File: src/rtl/divseq32_if.sv
// rtl/divseq32_if.sv - handshake/operand/result bundle for divseq32 (sgn present with DIVSEQ32_SIGNED_EN)
interface divseq32_if;
    logic        start;
    logic [31:0] dividend;
    logic [31:0] divisor;
`ifdef DIVSEQ32_SIGNED_EN
    logic        sgn;
`endif
    logic        busy;
    logic        done;
    logic [31:0] quot;
    logic [31:0] rem;
    logic        div0;

`ifdef DIVSEQ32_SIGNED_EN
    modport master (output start, dividend, divisor, sgn,
                    input  busy, done, quot, rem, div0);
    modport slave  (input  start, dividend, divisor, sgn,
                    output busy, done, quot, rem, div0);
`else
    modport master (output start, dividend, divisor,
                    input  busy, done, quot, rem, div0);
    modport slave  (input  start, dividend, divisor,
                    output busy, done, quot, rem, div0);
`endif
endinterface

File: src/rtl/divseq32.sv
// rtl/divseq32.sv - 32-cycle restoring divider; DIVSEQ32_SIGNED_EN adds signed operands via sgn
module addsub32 (
    input  logic [31:0] a,
    input  logic [31:0] b,
    input  logic        sub,
    output logic [31:0] res,
    output logic        co
);
    assign {co, res} = {1'b0, a} + {1'b0, b ^ {32{sub}}} + {32'd0, sub};
endmodule

module divseq32 (
    input  logic       clk,
    input  logic       rst_n,
    divseq32_if.slave  bus
);
    typedef enum logic [1:0] {IDLE, RUN, DONE} state_t;

    state_t      state, state_nxt;
    logic [4:0]  cnt;
    logic [31:0] r;
    logic [31:0] qs;
    logic [31:0] dvsr;
    logic [31:0] quot_q, rem_q;
    logic        div0_q;
    logic        neg_q, neg_r;

    logic        sgn_in;
    logic        accept;
    logic        last;
    logic [31:0] dvd_mag, dvs_mag;
    logic [31:0] shifted, diff, r_nxt, q_nxt, q_fin, r_fin;
    logic        co, succ;

`ifdef DIVSEQ32_SIGNED_EN
    assign sgn_in = bus.sgn;
`else
    assign sgn_in = 1'b0;
`endif

    assign accept  = (state != RUN) && bus.start;
    assign last    = (state == RUN) && (cnt == 5'd31);
    assign dvd_mag = (sgn_in && bus.dividend[31]) ? (~bus.dividend + 32'd1) : bus.dividend;
    assign dvs_mag = (sgn_in && bus.divisor[31])  ? (~bus.divisor + 32'd1)  : bus.divisor;

    // qs shifts the dividend out at the top while quotient bits enter at the bottom
    assign shifted = {r[30:0], qs[31]};

    addsub32 u_addsub (
        .a   (shifted),
        .b   (dvsr),
        .sub (1'b1),
        .res (diff),
        .co  (co)
    );

    // r[31] set means the shifted value exceeds 32 bits, so it always covers the divisor
    assign succ  = r[31] | co;
    assign r_nxt = succ ? diff : shifted;
    assign q_nxt = {qs[30:0], succ};
    assign q_fin = neg_q ? (~q_nxt + 32'd1) : q_nxt;
    assign r_fin = neg_r ? (~r_nxt + 32'd1) : r_nxt;

    always_comb begin
        state_nxt = state;
        case (state)
            IDLE, DONE: begin
                if (bus.start)
                    state_nxt = (bus.divisor == 32'd0) ? DONE : RUN;
                else
                    state_nxt = IDLE;
            end
            RUN: begin
                if (cnt == 5'd31)
                    state_nxt = DONE;
            end
            default: state_nxt = IDLE;
        endcase
    end

    always_ff @(posedge clk or negedge rst_n) begin
        if (!rst_n)
            state <= IDLE;
        else
            state <= state_nxt;
    end

    always_ff @(posedge clk or negedge rst_n) begin
        if (!rst_n) begin
            cnt    <= 5'd0;
            r      <= 32'd0;
            qs     <= 32'd0;
            dvsr   <= 32'd0;
            quot_q <= 32'd0;
            rem_q  <= 32'd0;
            div0_q <= 1'b0;
            neg_q  <= 1'b0;
            neg_r  <= 1'b0;
        end else if (accept) begin
            cnt    <= 5'd0;
            r      <= 32'd0;
            qs     <= dvd_mag;
            dvsr   <= dvs_mag;
            div0_q <= (bus.divisor == 32'd0);
            neg_q  <= sgn_in && (bus.dividend[31] ^ bus.divisor[31]);
            neg_r  <= sgn_in && bus.dividend[31];
            if (bus.divisor == 32'd0) begin
                quot_q <= 32'hFFFF_FFFF;
                rem_q  <= bus.dividend;
            end
        end else if (state == RUN) begin
            cnt <= cnt + 5'd1;
            r   <= r_nxt;
            qs  <= q_nxt;
            if (last) begin
                quot_q <= q_fin;
                rem_q  <= r_fin;
            end
        end
    end

    assign bus.busy = (state == RUN);
    assign bus.done = (state == DONE);
    assign bus.quot = quot_q;
    assign bus.rem  = rem_q;
    assign bus.div0 = div0_q;
endmodule

File: src/flat_wrapper.sv
// flat-port wrapper written by rule: the top's interface ports become plain ports
module divseq32_flat 
  (clk, rst_n, bus_start, bus_dividend, bus_divisor, bus_busy, bus_done, bus_quot, bus_rem, bus_div0);
  divseq32_if bus_i ();
  input  logic clk;
  input  logic rst_n;
  input wire logic [$bits(bus_i.start)-1:0] bus_start;
  input wire logic [$bits(bus_i.dividend)-1:0] bus_dividend;
  input wire logic [$bits(bus_i.divisor)-1:0] bus_divisor;
  output wire logic [$bits(bus_i.busy)-1:0] bus_busy;
  output wire logic [$bits(bus_i.done)-1:0] bus_done;
  output wire logic [$bits(bus_i.quot)-1:0] bus_quot;
  output wire logic [$bits(bus_i.rem)-1:0] bus_rem;
  output wire logic [$bits(bus_i.div0)-1:0] bus_div0;
  assign bus_i.start = bus_start;
  assign bus_i.dividend = bus_dividend;
  assign bus_i.divisor = bus_divisor;
  assign bus_busy = bus_i.busy;
  assign bus_done = bus_i.done;
  assign bus_quot = bus_i.quot;
  assign bus_rem = bus_i.rem;
  assign bus_div0 = bus_i.div0;
  divseq32 u_core (.clk(clk), .rst_n(rst_n), .bus(bus_i));
endmodule
File: config.mk
export PLATFORM = sky130hd
export DESIGN_NAME = divseq32_flat
export DESIGN_NICKNAME = d
export VERILOG_FILES = /design/src/rtl/divseq32_if.sv /design/src/rtl/divseq32.sv /design/src/flat_wrapper.sv
export SDC_FILE = /design/constraint.sdc
export NUM_CORES = 1
export LEC_CHECK = 0
export ABC_AREA = 1
export BUFFER_PORTS_ARGS = -buffer_cell sky130_fd_sc_hd__buf_4
export CAP_MARGIN = 40
export CORE_MARGIN = 1
export CORE_UTILIZATION = 50
export DETAILED_ROUTE_END_ITERATION = 12
export PLACE_DENSITY = 0.71
export SYNTH_ARGS = -nofsm -noshare
export SYNTH_HDL_FRONTEND = slang
export SYNTH_SLANG_ARGS = --single-unit
File: constraint.sdc
create_clock -name clk -period 3.2 [get_ports clk]
set_clock_uncertainty 0.2 [all_clocks]
set_input_delay 0 -clock clk [delete_from_list [all_inputs] [get_ports clk]]
set_output_delay 0 -clock clk [all_outputs]
set_load 0.03 [all_outputs]
==> impl_metrics.env <==
export IMPL_first_pass_iters=5
export IMPL_async_reset_ff_share_pct=100.0
export IMPL_gp_congestion=0.9762
export IMPL_placed_cells=1795
export IMPL_setup_viol=0
export IMPL_worstRegToRegCells=17
export IMPL_overflow=0
export IMPL_rsz0062_at_grt="false"
export IMPL_synth_distinct_cells=44
export IMPL_drc=0
export IMPL_wl_met2_mm=14.08
export IMPL_path_class="flip-flop to flip-flop"
export IMPL_synth_warning_count=0
export IMPL_vias=9781
export IMPL_dp_slack_ns=0.3914
export IMPL_hold_depth=4
export IMPL_synthFlopType="dfrtp_1"
export IMPL_fmax_mhz=351.4
export IMPL_r2r_end="u_core.r[21]"
export IMPL_fin_cells=1895
export IMPL_synth_seq_cells=168
export IMPL_grt_pass1_vias=9555
export IMPL_synth_edff_count=0
export IMPL_drive_above_1_share_pct=15.09
export IMPL_die_height_um=145.0
export IMPL_ys_seq_area_share_pct=41.11
export IMPL_num_rows=51
export IMPL_die_area_sq_mm=0.02103
export IMPL_clkTransAtPathRegs_ns=0.07
export IMPL_die_w_um=145.0
export IMPL_viasPerCell=5.161
export IMPL_crit_arrival_ns=3.03
export IMPL_hold_end="u_core.dvsr[27]"
export IMPL_ios=134
export IMPL_ant_nets=0
export IMPL_port_buffers=133
export IMPL_stdcell_area_sq_mm=0.01281
export IMPL_cts_buffer_depth=2
export IMPL_grt_antenna_before_repair=0
export IMPL_worstHoldPathType="input port to flip-flop"
export IMPL_r2r_start="u_core.dvsr[0]"
export IMPL_tightest_slew_ns=0.7475
export IMPL_synthTopCellsByCount="nand2_1, inv_1, dfrtp_1, nand3_1, nor2_1"
export IMPL_run_status="finished, final reports clean"
export IMPL_p_per_area_mw_per_mm2=1219
export IMPL_grt_usage_pct=28.85
export IMPL_postSynthCellCount=1429
export IMPL_synth_top_cell_area_share_pct=41.11
export IMPL_worst_path_max_fanout=16
export IMPL_nets=1719
export IMPL_cts_setup_buffers=0
export IMPL_top_layer_used="met4"
export IMPL_cts_root_buffer="clkbuf_16"
export IMPL_finalCriticalPeriod_ns=2.846
export IMPL_dpl_hpwl_mm=21.46
export IMPL_dr_wl_met3_mm=1.148
export IMPL_fin_util_pct=64.77
export IMPL_synthTopCellsByArea="dfrtp_1, nand2_1, inv_1"
export IMPL_final_period_utilization_pct=88.93
export IMPL_finalHoldViolations=0
export IMPL_wl_per_cell_um=15.52
export IMPL_power_leakage_nw=7.003
export IMPL_start_util_pct=51.70
export IMPL_cts_buffers=17
export IMPL_start_kind="flip-flop"
export IMPL_ir_worst_vdd_v=0.0006180
export IMPL_core_sq_mm=0.01978
export IMPL_cap_violations=0
export IMPL_placed_area_sq_mm=0.01151
export IMPL_setup_slack_ns=0.3541
export IMPL_synth_nets=1531
export IMPL_avgSynthCellArea_sq_um=7.156
export IMPL_slew_headroom_pct=50.17
export IMPL_hp_start="bus_divisor[27]"
export IMPL_n_antenna_cell=0
export IMPL_cts_tree="built"
export IMPL_synth_most_common_cell="nand2_1"
export IMPL_end_kind="flip-flop"
export IMPL_htreeDepth=4
export IMPL_insertion_delay_ns=0.45
export IMPL_fin_setup_tns_ns=0
export IMPL_worstPathRequired_ns=3.38
export IMPL_synthesis_area_sq_mm=0.01023
export IMPL_r2r_setup_slack_ns=0.35
export IMPL_wl_met1_mm=13.15
export IMPL_ctsResizeCount=0
export IMPL_drt_iter0_markers=603
export IMPL_synth_area_leader_cell="dfrtp_1"
export IMPL_wl_mm=29.41
export IMPL_area_growth_pct=25.29
export IMPL_cts_sinks=168
export IMPL_grt_pass1_wl_mm=47.96
export IMPL_grt_max_degree=77
export IMPL_drv_slew=0
## cell usage in the layout, fill, tap and decap left out, types with 3 or more instances in the layout
master,n
a21boi_0,25
a21boi_1,6
a21oi_1,49
and2_1,3
buf_12,3
buf_4,141
clkbuf_16,17
clkinv_8,6
dfrtp_1,168
dlygate4sd3_1,67
ha_1,34
inv_1,232
inv_2,5
inv_6,4
nand2_1,503
nand2_2,4
nand2_4,14
nand3_1,95
nand3b_1,5
nand4_1,10
nor2_1,81
nor2_2,6
nor2_4,3
nor3_1,6
nor4_1,4
o211ai_1,3
o21ai_0,37
o221ai_1,28
or2_1,3
or2_2,31
xor2_1,12
## critical path, stage by stage (launching register included)
cell	delay, ns
dfrtp_1	0.39
ha_1	0.23
fa_1	0.41
inv_1	0.11
nand2_1	0.06
nand2_1	0.07
nand3_1	0.08
nand2_2	0.11
nand2_2	0.07
nand2_4	0.08
nand2_4	0.06
nand2_4	0.06
nand2_4	0.13
nor2_8	0.37
nand2_1	0.15
nand2_1	0.09
nand2_1	0.06
nand2_1	0.06
## cell families (layout without fill, tap and decap cells)
group	count (synthesis)	after routing	synth area share (%)
flip-flops	168	168	41.11
adder cells (fa/ha/maj)	35	35	4.356
AO/OA/AOI/OAI	159	159	9.948
AND/OR/NAND/NOR	771	771	32.69
XOR/XNOR	13	13	1.113
buffers and inverters	283	484	10.78
## final cells by class
cell class	instances	area, sq um
Multi-Input combinational cell	978	4925
Clock buffer	17	425.4
Timing Repair Buffer	214	1856
Inverter	238	893.4
Sequential cell	168	4204
Tap cell	265	331.6
Clock inverter	15	177.7
Fill cell	1783	6969
## per-stage QoR
stage / total power [mW] / hold WS [ns]
6_report: 15.62 / 0.1165
4_1_cts: 15.58 / 0.1047
3_5_place_dp: 13.36 / -0.2022
3_3_place_gp: 13.15 / -0.2031
2_1_floorplan: 10.83 / -0.4956
5_1_grt: 16.99 / 0.1340
## power by group
group	internal, mW	total (mW)	switching (mW)
Sequential	3.09	3.65	0.562
Clock	1.05	2.08	1.03
Combinational	3.35	9.89	6.54
Total	7.49	15.6	8.13
## routing by layer
layer / track usage [%] / vias up
li1: - / 4845
met3: 3.648 / 60
met4: 12.13 / 0
met2: 48.85 / 281
met5: 0 / -
met1: 37.12 / 4595
## flip-flops by register name, indices dropped and copies added (netlist names)
| signal | cells |
|---|---|
| u_core.bus.rem | 32 |
| u_core.dvsr | 32 |
| u_core.bus.div0 | 1 |
| u_core.r | 32 |
| u_core.cnt | 5 |
| u_core.qs | 32 |
| u_core.state | 2 |
| u_core.bus.quot | 32 |
## how the worst max path moves through the flow
stage,startpoint,depth (start not counted),to,slack (ns)
6_report,u_core.dvsr[0],17,u_core.r[21],0.35
5_1_grt,u_core.dvsr[0],17,u_core.r[21],0.07
3_3_place_gp,u_core.dvsr[0],17,u_core.bus.rem[31],0.51
3_5_place_dp,u_core.dvsr[0],17,u_core.r[21],0.39
4_1_cts,u_core.dvsr[0],17,u_core.r[21],0.34
2_1_floorplan,u_core.dvsr[0],18,u_core.bus.rem[22],0.80
## what timing repair did
item / 4_1_cts / 5_1_grt
endpoints found under the hold margin: 301 / 0
hold buffers: 68 / 0
setup endpoints to repair: 0 / 0
Note: power is estimated with default switching activity, not from simulation.
